File: config.mk
export PLATFORM = sky130hd
export DESIGN_NAME = bist_sequencer
export DESIGN_NICKNAME = d
export VERILOG_FILES = /design/src/rtl/bist_pkg.sv /design/src/rtl/bist_delay_line.sv /design/src/rtl/bist_sequencer.sv
export SDC_FILE = /design/constraint.sdc
export NUM_CORES = 1
export LEC_CHECK = 0
export CORE_MARGIN = 8
export CORE_UTILIZATION = 39
export CTS_CLUSTER_SIZE = 28
export DETAILED_ROUTE_END_ITERATION = 10
export GPL_TIMING_DRIVEN = 0
export PLACE_DENSITY = 0.84
export SYNTH_ARGS = -nofsm -noshare
export SYNTH_HDL_FRONTEND = slang
export SYNTH_SLANG_ARGS = --single-unit
File: constraint.sdc
create_clock -name clk -period 2.3 [get_ports clk]
set_clock_uncertainty 0.05 [all_clocks]
set_input_delay 0.69 -clock clk [delete_from_list [all_inputs] [get_ports clk]]
set_output_delay 0.69 -clock clk [all_outputs]
set_load 0.03 [all_outputs]
File: src/rtl/bist_pkg.sv
// Shared types, default parameters and sizing helper for the logic-BIST sequencer.
package bist_pkg;

    typedef enum logic [2:0] {
        IDLE    = 3'd0,
        INIT    = 3'd1,
        RUN     = 3'd2,
        DRAIN   = 3'd3,
        COMPARE = 3'd4
    } bist_state_e;

    localparam int unsigned DEF_WIDTH         = 32;
    localparam int unsigned DEF_PATTERN_COUNT = 1024;
    localparam int unsigned DEF_DUT_LAT       = 1;
    localparam int unsigned DEF_PERIOD        = 65536;

    // Bits needed to hold every value 0..max_val.
    function automatic int unsigned cnt_width(input int unsigned max_val);
        return (max_val < 1) ? 1 : $clog2(max_val + 1);
    endfunction

endpackage

File: src/rtl/bist_delay_line.sv
// DEPTH-stage shift pipeline aligning tpg_enable with the DUT response; flush clears every stage.
module bist_delay_line #(
    parameter int unsigned DEPTH = 1
) (
    input  logic clk,
    input  logic rst_n,
    input  logic flush_i,
    input  logic d_i,
    output logic q_o
);

    logic [DEPTH-1:0] pipe_q;
    logic [DEPTH-1:0] pipe_d;

    generate
        if (DEPTH == 1) begin : g_single
            assign pipe_d = d_i;
        end else begin : g_multi
            assign pipe_d = {pipe_q[DEPTH-2:0], d_i};
        end
    endgenerate

    always_ff @(posedge clk or negedge rst_n) begin
        if (!rst_n) begin
            pipe_q <= '0;
        end else if (flush_i) begin
            pipe_q <= '0;
        end else begin
            pipe_q <= pipe_d;
        end
    end

    assign q_o = pipe_q[DEPTH-1];

endmodule

File: src/rtl/bist_sequencer.sv
// Logic-BIST session controller: INIT -> RUN -> DRAIN -> COMPARE with abort to IDLE.
// Define BIST_PERIODIC_EN to also launch a session after PERIOD idle cycles.
module bist_sequencer
    import bist_pkg::*;
#(
    parameter int unsigned WIDTH         = DEF_WIDTH,
    parameter int unsigned PATTERN_COUNT = DEF_PATTERN_COUNT,
    parameter int unsigned DUT_LAT       = DEF_DUT_LAT,
    parameter int unsigned PERIOD        = DEF_PERIOD
) (
    input  logic             clk,
    input  logic             rst_n,
    input  logic             start,
    input  logic             abort,
    input  logic [WIDTH-1:0] golden_sig,
    input  logic [WIDTH-1:0] misr_signature,
    output logic             test_mode,
    output logic             tpg_seed_load,
    output logic             tpg_enable,
    output logic             misr_clear,
    output logic             misr_enable,
    output logic             busy,
    output logic             done,
    output logic             pass,
    output logic             fail,
    output bist_state_e      dbg_state_o
);

    localparam int unsigned PC_W  = cnt_width(PATTERN_COUNT);
    localparam int unsigned LAT_W = cnt_width(DUT_LAT);

    bist_state_e      state_q;
    logic [PC_W-1:0]  pat_cnt_q;
    logic [LAT_W-1:0] drain_cnt_q;
    logic             test_mode_q;
    logic             seed_load_q;
    logic             tpg_enable_q;
    logic             misr_clear_q;
    logic             busy_q;
    logic             done_q;
    logic             pass_q;
    logic             fail_q;
    logic             trigger;

`ifdef BIST_PERIODIC_EN
    localparam int unsigned IC_W = cnt_width(PERIOD - 1);

    logic [IC_W-1:0] idle_cnt_q;
    logic            period_hit;

    assign period_hit = (idle_cnt_q == IC_W'(PERIOD - 1));

    always_ff @(posedge clk or negedge rst_n) begin
        if (!rst_n) begin
            idle_cnt_q <= '0;
        end else if (state_q != IDLE || period_hit) begin
            idle_cnt_q <= '0;
        end else begin
            idle_cnt_q <= idle_cnt_q + 1'b1;
        end
    end

    assign trigger = start | period_hit;
`else
    assign trigger = start;
`endif

    always_ff @(posedge clk or negedge rst_n) begin
        if (!rst_n) begin
            state_q      <= IDLE;
            pat_cnt_q    <= '0;
            drain_cnt_q  <= '0;
            test_mode_q  <= 1'b0;
            seed_load_q  <= 1'b0;
            tpg_enable_q <= 1'b0;
            misr_clear_q <= 1'b0;
            busy_q       <= 1'b0;
            done_q       <= 1'b0;
            pass_q       <= 1'b0;
            fail_q       <= 1'b0;
        end else begin
            done_q <= 1'b0;
            // abort wins over every transition, including the compare result and a new trigger
            if (abort) begin
                state_q      <= IDLE;
                pat_cnt_q    <= '0;
                drain_cnt_q  <= '0;
                test_mode_q  <= 1'b0;
                seed_load_q  <= 1'b0;
                tpg_enable_q <= 1'b0;
                misr_clear_q <= 1'b0;
                busy_q       <= 1'b0;
                pass_q       <= 1'b0;
                fail_q       <= 1'b0;
            end else begin
                case (state_q)
                    IDLE: begin
                        if (trigger) begin
                            state_q      <= INIT;
                            misr_clear_q <= 1'b1;
                            seed_load_q  <= 1'b1;
                            test_mode_q  <= 1'b1;
                            busy_q       <= 1'b1;
                            pass_q       <= 1'b0;
                            fail_q       <= 1'b0;
                        end
                    end
                    INIT: begin
                        state_q      <= RUN;
                        misr_clear_q <= 1'b0;
                        seed_load_q  <= 1'b0;
                        tpg_enable_q <= 1'b1;
                        pat_cnt_q    <= PC_W'(1);
                    end
                    RUN: begin
                        if (pat_cnt_q == PC_W'(PATTERN_COUNT)) begin
                            state_q      <= DRAIN;
                            tpg_enable_q <= 1'b0;
                            pat_cnt_q    <= '0;
                            drain_cnt_q  <= LAT_W'(1);
                        end else begin
                            pat_cnt_q <= pat_cnt_q + 1'b1;
                        end
                    end
                    DRAIN: begin
                        if (drain_cnt_q == LAT_W'(DUT_LAT)) begin
                            state_q     <= COMPARE;
                            drain_cnt_q <= '0;
                        end else begin
                            drain_cnt_q <= drain_cnt_q + 1'b1;
                        end
                    end
                    COMPARE: begin
                        state_q     <= IDLE;
                        test_mode_q <= 1'b0;
                        busy_q      <= 1'b0;
                        done_q      <= 1'b1;
                        pass_q      <= (misr_signature == golden_sig);
                        fail_q      <= (misr_signature != golden_sig);
                    end
                    default: state_q <= IDLE;
                endcase
            end
        end
    end

    bist_delay_line #(
        .DEPTH (DUT_LAT)
    ) u_delay (
        .clk     (clk),
        .rst_n   (rst_n),
        .flush_i (abort),
        .d_i     (tpg_enable_q),
        .q_o     (misr_enable)
    );

    assign test_mode     = test_mode_q;
    assign tpg_seed_load = seed_load_q;
    assign tpg_enable    = tpg_enable_q;
    assign misr_clear    = misr_clear_q;
    assign busy          = busy_q;
    assign done          = done_q;
    assign pass          = pass_q;
    assign fail          = fail_q;
    assign dbg_state_o   = state_q;

endmodule

After elaboration in Yosys (flattened, before gate mapping)

Cells that the tools add are included.

Register bits: 22
Bits of input ports: 68
Output and inout port bits: 12
Logic and storage cells: 60

$add $sub $neg: 2
Equal/unequal tests: 10
Muxes and demuxes: 28
Reduce and logical (&&, ||, !) cells: 10

Operator list:

| kind                                                                   | count |
|---|---|
| 32-bit equality test                                                   | 1 |
| 32-bit != test                                                         | 1 |
| 11-bit two-way mux                                                     | 2 |
| 11-bit case mux with 2 select lines                                    | 1 |
| 1-bit two-way mux                                                      | 14 |
| 3-bit two-way mux                                                      | 4 |
| 1-bit case mux with 2 select lines                                     | 6 |
| 3-bit case mux with 4 select lines                                     | 1 |
| 3-bit nonzero test                                                     | 4 |
| 11-bit by 1-bit adder with 11-bit output (second input constant)       | 1 |
| 11-bit equality test (second input constant)                           | 1 |
| 3-bit != test (second input constant)                                  | 3 |
| 2-bit AND reduction                                                    | 4 |
| 3-bit by 2-bit equality test with 1-bit output (second input constant) | 2 |
| 3-bit by 1-bit equality test with 1-bit output (second input constant) | 1 |
| 3-bit equality test (second input constant)                            | 1 |
| 3-bit zero test                                                        | 1 |
| 3-bit AND reduction                                                    | 1 |
| 1-bit adder (second input constant)                                    | 1 |

Longest topological paths before layout

Gate-level depths: netlist of the first run.

Word-level depth: 4
Mapped depth: 8

Modules after synthesis

From an unflattened synthesis of the first run, not the netlist that was laid out.

Cells, all modules: 162
Area, all modules: 1498.9 um2

By module, submodules not included:

| module          | times used | cells each | area an instance (um2) | seq. area each (um2) |
|---|---|---|---|---|
| bist_sequencer  | 1          | 160        | 1460.2                 | 525.5 |
| bist_delay_line | 1          | 2          | 38.8                   | 25.0 |

Least setup slack after synthesis of the first run

OpenSTA, ideal clock, no wires.

Kind: register to register
Start: reg state_q[0] (netlist: dbg_state_o[0])
End: reg pat_cnt_q[4]
Data arrival time: 1748 ps
Setup slack: 421 ps
Stages on the path, launching flop included: 8
Path buffers: 2
Cell sequence: dfrtp_1 > clkbuf_1 > inv_1 > o41ai_4 > nor3b_2 > buf_6 > a21oi_1 > a31oi_1

Longest elaborated chain between the ends: 3

RTL lines:

| item                                                                                                             | line                  | text |
|---|---|---|
| start: declaration                                                                                               | bist_sequencer.sv:32  | `bist_state_e state_q;` |
| start signal: assignment                                                                                         | bist_sequencer.sv:70  | `state_q <= IDLE;` |
| start signal: assignment                                                                                         | bist_sequencer.sv:85  | `state_q <= IDLE;` |
| start signal: assignment                                                                                         | bist_sequencer.sv:99  | `state_q <= INIT;` |
| 3-bit by 2-bit equality test with 1-bit output or 3-bit by 1-bit equality test with 1-bit output (tied branches) | bist_sequencer.sv:96  | `case (state_q)` |
| 11-bit case mux with 2 select lines                                                                              | bist_sequencer.sv:96  |  |
| 11-bit two-way mux                                                                                               | bist_sequencer.sv:84  | `if (abort) begin` |
| end signal: assignment                                                                                           | bist_sequencer.sv:122 | `pat_cnt_q <= pat_cnt_q + 1'b1;` |
| end: declaration                                                                                                 | bist_sequencer.sv:33  | `logic [PC_W-1:0] pat_cnt_q;` |

Parallel ways exist; a longest one is shown, timed or not.
A chain may end at the register's enable or synchronous reset.

==> results of run 1 <==
[cells in the mapped netlist]
| master | count |
|---|---|
| and3_1 | 2 |
| or2_2 | 2 |
| nor4_1 | 9 |
| buf_6 | 1 |
| buf_2 | 1 |
| a41oi_1 | 2 |
| nor2b_1 | 2 |
| o21ai_0 | 6 |
| nand2_1 | 7 |
| buf_1 | 1 |
| nor2_1 | 10 |
| nand4bb_1 | 1 |
| nand3b_1 | 2 |
| nor3b_2 | 1 |
| nand2b_1 | 1 |
| clkbuf_1 | 4 |
| o31ai_1 | 1 |
| ha_1 | 2 |
| a311oi_1 | 2 |
| nand3_1 | 6 |
| mux2i_1 | 1 |
| a22oi_1 | 1 |
| xnor2_1 | 1 |
| a31oi_1 | 7 |
| o41ai_4 | 1 |
| nor3_2 | 1 |
| xor2_1 | 32 |
| a21oi_1 | 11 |
| o32ai_1 | 1 |
| or4_4 | 1 |
| a21o_1 | 1 |
| inv_1 | 6 |
| nand4_1 | 4 |
| a22o_1 | 2 |
| or4_1 | 1 |
| a211oi_1 | 3 |
| buf_4 | 2 |
| nor3_1 | 1 |
| dfrtp_1 | 22 |
[state kept, by name, indices dropped and copies added, names as in the netlist]
name         count
dbg_state_o      3
u_delay.q_o      1
misr_clear       1
drain_cnt_q      1
fail             1
pass             1
tpg_enable       1
pat_cnt_q       11
busy             1
done             1
[cells by family after synthesis]
family | share of synthesized area, %
compound gates | 17.5
xor+xnor | 19.3
fa+ha+maj | 1.67
buf+inv | 4.83
flops | 36.7
mux | 0.667
simple gates | 19.4
[per-layer routing]
layer / track usage [%] / wire [um] / vias to the layer above / part of all wire [%]
li1: - / - / 750 / -
met1: 15.6 / 1700 / 693 / 38
met2: 27.0 / 2430 / 57 / 54
met3: 3.08 / 283 / 6 / 6.3
met4: 4.63 / 69 / 0 / 1.5
met5: 0 / 0 / - / 0
[what timing repair did]
item | in CTS | in global routing
setup endpoints to repair | 0 | 7
gates resized for setup | 0 | 1
hold buffers | 0 | 0
[placed cells by master (no fill, tap or decap), types with 2 or more instances in the layout]
| cell | n |
|---|---|
| a21oi_1 | 11 |
| a311oi_1 | 2 |
| a31oi_1 | 7 |
| inv_1 | 6 |
| o21ai_0 | 6 |
| nor2b_1 | 2 |
| a22o_1 | 2 |
| clkbuf_1 | 4 |
| nor4_1 | 9 |
| nand3_1 | 6 |
| nand4_1 | 4 |
| buf_4 | 2 |
| nor2_1 | 10 |
| or2_2 | 2 |
| a211oi_1 | 3 |
| ha_1 | 2 |
| xor2_1 | 32 |
| and3_1 | 2 |
| clkdlybuf4s50_1 | 79 |
| clkbuf_8 | 4 |
| nand3b_1 | 2 |
| a41oi_1 | 2 |
| dfrtp_1 | 22 |
| nand2_1 | 7 |
[metrics by stage]
| step | hold slack [ps] | setup TNS (ps) |
|---|---|---|
| 5_1_grt | 483 | 0 |
| 3_3_place_gp | 421 | -86.2 |
| 2_1_floorplan | 344 | 0 |
| 6_report | 446 | 0 |
| 4_1_cts | 447 | 0 |
| 3_5_place_dp | 430 | -127 |
[final timing paths]
kind                                  end
setup reg to reg             pat_cnt_q[4]
setup / recovery                test_mode
hold / removal                       fail
hold reg to reg                      fail
max in group asynchronous  dbg_state_o[2]
min in group asynchronous    pat_cnt_q[8]
[power by group through the flow]
stage,combinational (uW),clock [uW],sequential (uW)
6_report,311,272,411
5_1_grt,338,295,414
3_5_place_dp,311,0,419
2_1_floorplan,117,0,434
3_3_place_gp,304,0,418
4_1_cts,312,277,411
[worst max-delay path, cell delays in order (launching register included)]
cell and delay (ps):
dfrtp_1 370, buf_4 110, clkdlybuf4s50_1 650
[cell type report]
type                            instances  area, um2  area share [%]
Sequential cell                        22        551            22.8
Buffer                                  9       50.0            2.07
Inverter                                6       22.5           0.933
Clock buffer                            4       55.1            2.28
Timing Repair Buffer                   79        791            32.8
Tap cell                               48       60.1            2.49
Multi-Input combinational cell        125        885            36.7
==> impl_metrics.env, run 1 <==
export IMPL_final_core_util_pct=65.4
export IMPL_fp_row_count=22
export IMPL_clk_latency_ps=260
export IMPL_peakVddDrop_mv=0.188
export IMPL_cts_tree="built"
export IMPL_r2r_start="pat_cnt_q[0]"
export IMPL_start_kind="flop"
export IMPL_cp_arrival_ps=1390
export IMPL_drtAntennaViolNets=0
export IMPL_hold_class="flop to flop"
export IMPL_p_per_area_nw_per_um2=412
export IMPL_p_sw_uw=263
export IMPL_die_y_um=78.0
export IMPL_max_freq_mhz=469
export IMPL_final_cell_area_um2=2410
export IMPL_path_max_fanout=3
export IMPL_setup_viol=0
export IMPL_nets=316
export IMPL_n_antenna_cell=0
export IMPL_stdcell_count=293
export IMPL_synth_cells=162
export IMPL_initial_core_util_pct=40.7
export IMPL_fp_coreArea_um2=3690
export IMPL_endpoint_kind="output pin"
export IMPL_layout_min_cycle_time_ps=2130
export IMPL_yosysWarningCount=0
export IMPL_synth_fp_nets=232
export IMPL_areaGrowthSynthToFinish_pct=60.7
export IMPL_r2r_cells=8
export IMPL_hp_start="fail"
export IMPL_drc=0
export IMPL_seqPwrFrac_pct=41.4
export IMPL_grt_max_degree=23
export IMPL_avgSynthCellArea_um2=9.27
export IMPL_status="completed"
export IMPL_place_congestion=0.803
export IMPL_synth_cell_type_count=39
export IMPL_h_tree_depth=1
export IMPL_vias=1506
export IMPL_drive_above_1_share_pct=5.71
export IMPL_power_uw=994
export IMPL_path_clk_slew_ps=70
export IMPL_yosysSeqAreaShare_pct=36.7
export IMPL_dp_slack_ps=-28.2
export IMPL_fin_crit_sh_pct=92.6
export IMPL_dr_pass1_iters=4
export IMPL_crit_type="flop to output pin"
export IMPL_root_buffer="clkbuf_8"
export IMPL_ff2ff_setup_slack_ps=270
export IMPL_wire_per_inst_um=15.3
export IMPL_grt_setup_unrepaired="false"
export IMPL_grt_use_total_pct=14.4
export IMPL_die_area_um2=6090
export IMPL_required_ps=1560
export IMPL_crit_start="busy"
export IMPL_sw_frac_of_total_pct=26.4
export IMPL_power_frac_comb_pct=31.3
export IMPL_hold_viol_final=0
export IMPL_routed_via_density=5.14
export IMPL_pwr_share_clk_pct=27.3
export IMPL_antenna_found_initial=0
export IMPL_grt_pass1_vias=1556
export IMPL_numPortBuffers=79
export IMPL_drt_wl_total_mm=4.49
export IMPL_leakagePower_uw=0.000975
export IMPL_grt_ovfl_total=0
export IMPL_dp_cells=289
export IMPL_maxSlewViolCount=0
export IMPL_place_hpwl_mm=3.75
export IMPL_die_x_um=78.0
export IMPL_boundaryPins=80
export IMPL_clk_path_buf_depth=2
export IMPL_synth_top_cell_area_share_pct=36.7
export IMPL_worst_slew_pin_slew_ps=941
export IMPL_clock_sinks=22
export IMPL_placed_area_um2=2350
export IMPL_ys_top_cells_by_area="dfrtp_1 (37%), xor2_1 (19%), nor4_1 (3.8%)"
export IMPL_ys_ff_latch=22
export IMPL_cts_buffers=3
export IMPL_fillers=320
export IMPL_grt_pass1_wl_mm=7.28
export IMPL_slew_headroom_pct=37.0
export IMPL_drv_cap=0
export IMPL_syn_cell_area_um2=1500
export IMPL_drt_iter0_markers=93
export IMPL_p_int_uw=732
export IMPL_synth_top_area_cell="dfrtp_1"
export IMPL_post_cts_buffers=0
export IMPL_setup_ws_ps=170
export IMPL_worstHoldPathCells=2
Power figures use the tool's default switching activity.
==> inputs of run 2 (changes only) <==
CORE_MARGIN = 5   (was 8)
TNS_END_PERCENT = 1   (was default)
==> run 2 against run 1 <==
Compared with the run above:
- power is 0.23% lower
- non-clock buffer count stayed put
- global-route usage up 1.9 points
- fmax is 0.73% lower
- critical path type unchanged
- wire length down 7.8%
- combinational power decreased by 1%
==> impl_metrics.env, run 2 (synthesis results as in run 1) <==
export IMPL_cts_resized=0
export IMPL_root_buffer="clkbuf_8"
export IMPL_drtAntennaViolNets=0
export IMPL_h_tree_depth=1
export IMPL_mostFrequentLayoutCell="clkdlybuf4s50_1"
export IMPL_setup_ws_ps=154
export IMPL_cts_hold_repair_buffers=0
export IMPL_layout_min_cycle_time_ps=2150
export IMPL_nets=316
export IMPL_place_hpwl_mm=3.42
export IMPL_initial_core_util_pct=40.7
export IMPL_place_congestion=0.829
export IMPL_start_kind="flop"
export IMPL_leakagePower_uw=0.000975
export IMPL_path_clk_slew_ps=70
export IMPL_maxSlewViolCount=0
export IMPL_dr_pass1_iters=4
export IMPL_status="completed"
export IMPL_p_per_area_nw_per_um2=411
export IMPL_drive_above_1_share_pct=5.71
export IMPL_drv_cap=0
export IMPL_boundaryPins=80
export IMPL_area_sequential_um2=551
export IMPL_routed_via_density=5.13
export IMPL_die_area_um2=5190
export IMPL_fp_row_count=22
export IMPL_setup_viol=0
export IMPL_fin_tns_setup_ps=0
export IMPL_endpoint_kind="output pin"
export IMPL_required_ps=1560
export IMPL_fillers=319
export IMPL_hold_class="flop to flop"
export IMPL_clk_path_buf_depth=2
export IMPL_fp_coreArea_um2=3690
export IMPL_largest_reg_flops=11
export IMPL_cp_arrival_ps=1410
export IMPL_dp_slack_ps=-24.1
export IMPL_vias=1504
export IMPL_max_freq_mhz=466
export IMPL_n_antenna_cell=0
export IMPL_grt_setup_unrepaired="false"
export IMPL_hold_viol_final=0
export IMPL_peakVddDrop_mv=0.202
export IMPL_grt_max_degree=23
export IMPL_grt_use_total_pct=16.3
export IMPL_final_cell_mix="clkdlybuf4s50_1 (79), xor2_1 (32), dfrtp_1 (22)"
export IMPL_post_cts_buffers=0
export IMPL_numPortBuffers=79
export IMPL_wire_per_inst_um=14.1
export IMPL_areaGrowthSynthToFinish_pct=60.7
export IMPL_die_x_um=72.0
export IMPL_fin_crit_sh_pct=93.3
export IMPL_grt_pass1_wl_mm=6.71
export IMPL_crit_type="flop to output pin"
export IMPL_grt_pass1_vias=1503
export IMPL_antenna_found_initial=0
export IMPL_drt_iter0_markers=142
export IMPL_drc=0
export IMPL_drt_wl_total_mm=4.14
export IMPL_slew_headroom_pct=37.7
export IMPL_holdWs_ps=462
export IMPL_worst_slew_pin_slew_ps=932
export IMPL_multi_input_area_um2=885
export IMPL_cts_buffers=3
export IMPL_clock_sinks=22
export IMPL_clk_latency_ps=260
export IMPL_grt_ovfl_total=0
export IMPL_die_y_um=72.0
export IMPL_path_max_fanout=3
export IMPL_top_register="pat_cnt_q"
export IMPL_cts_tree="built"
==> run 2: cell counts in the layout (fill, tap and decap cells not counted) <==
Identical to the previous run, type by type.
==> run 2: final timing paths <==
check	start	to	slack [ps]	cells past startpoint
worst max-delay path	busy	test_mode	150	2
worst min-delay path	fail	fail	460	2
worst max register to register	pat_cnt_q[0]	pat_cnt_q[6]	270	8
worst min register to register	fail	fail	460	2
max in group asynchronous	rst_n	drain_cnt_q	740	1
min in group asynchronous	rst_n	pat_cnt_q[8]	900	1
==> run 2: final cells by class <==
type	count	area share, %
Sequential cell	22	22.8
Clock buffer	4	2.28
Inverter	6	0.933
Multi-Input combinational cell	125	36.7
Timing Repair Buffer	79	32.8
Buffer	9	2.07
Tap cell	48	2.49
==> run 2: metrics by stage <==
stage	utilization (%)	cells	total power, uW	area [um2]
3_5_place_dp	63.8	289	726	2350
5_1_grt	65.4	293	1050	2410
2_1_floorplan	-	162	550	1500
3_3_place_gp	63.8	289	722	2350
6_report	65.4	293	992	2410
4_1_cts	65.3	293	998	2410
==> run 2: routing by layer <==
layer	vias up	GRT usage [%]	wire (um)
met5	-	0	0
met4	0	6.26	106
met3	9	2.77	266
met2	60	29.3	2160
met1	683	19.3	1610
li1	752	-	-
==> run 2: report_power, final <==
group	switching [uW]	internal (uW)	total (uW)	leakage, uW
registers	12.6	399	412	0.000302
logic	127	180	307	0.000644
clock network	120	152	273	0.0000288
total	260	732	992	0.000975
==> run 2: critical path, cell delays in order (launching register included) <==
cell and delay (ps):
dfrtp_1 380, buf_4 110, clkdlybuf4s50_1 650
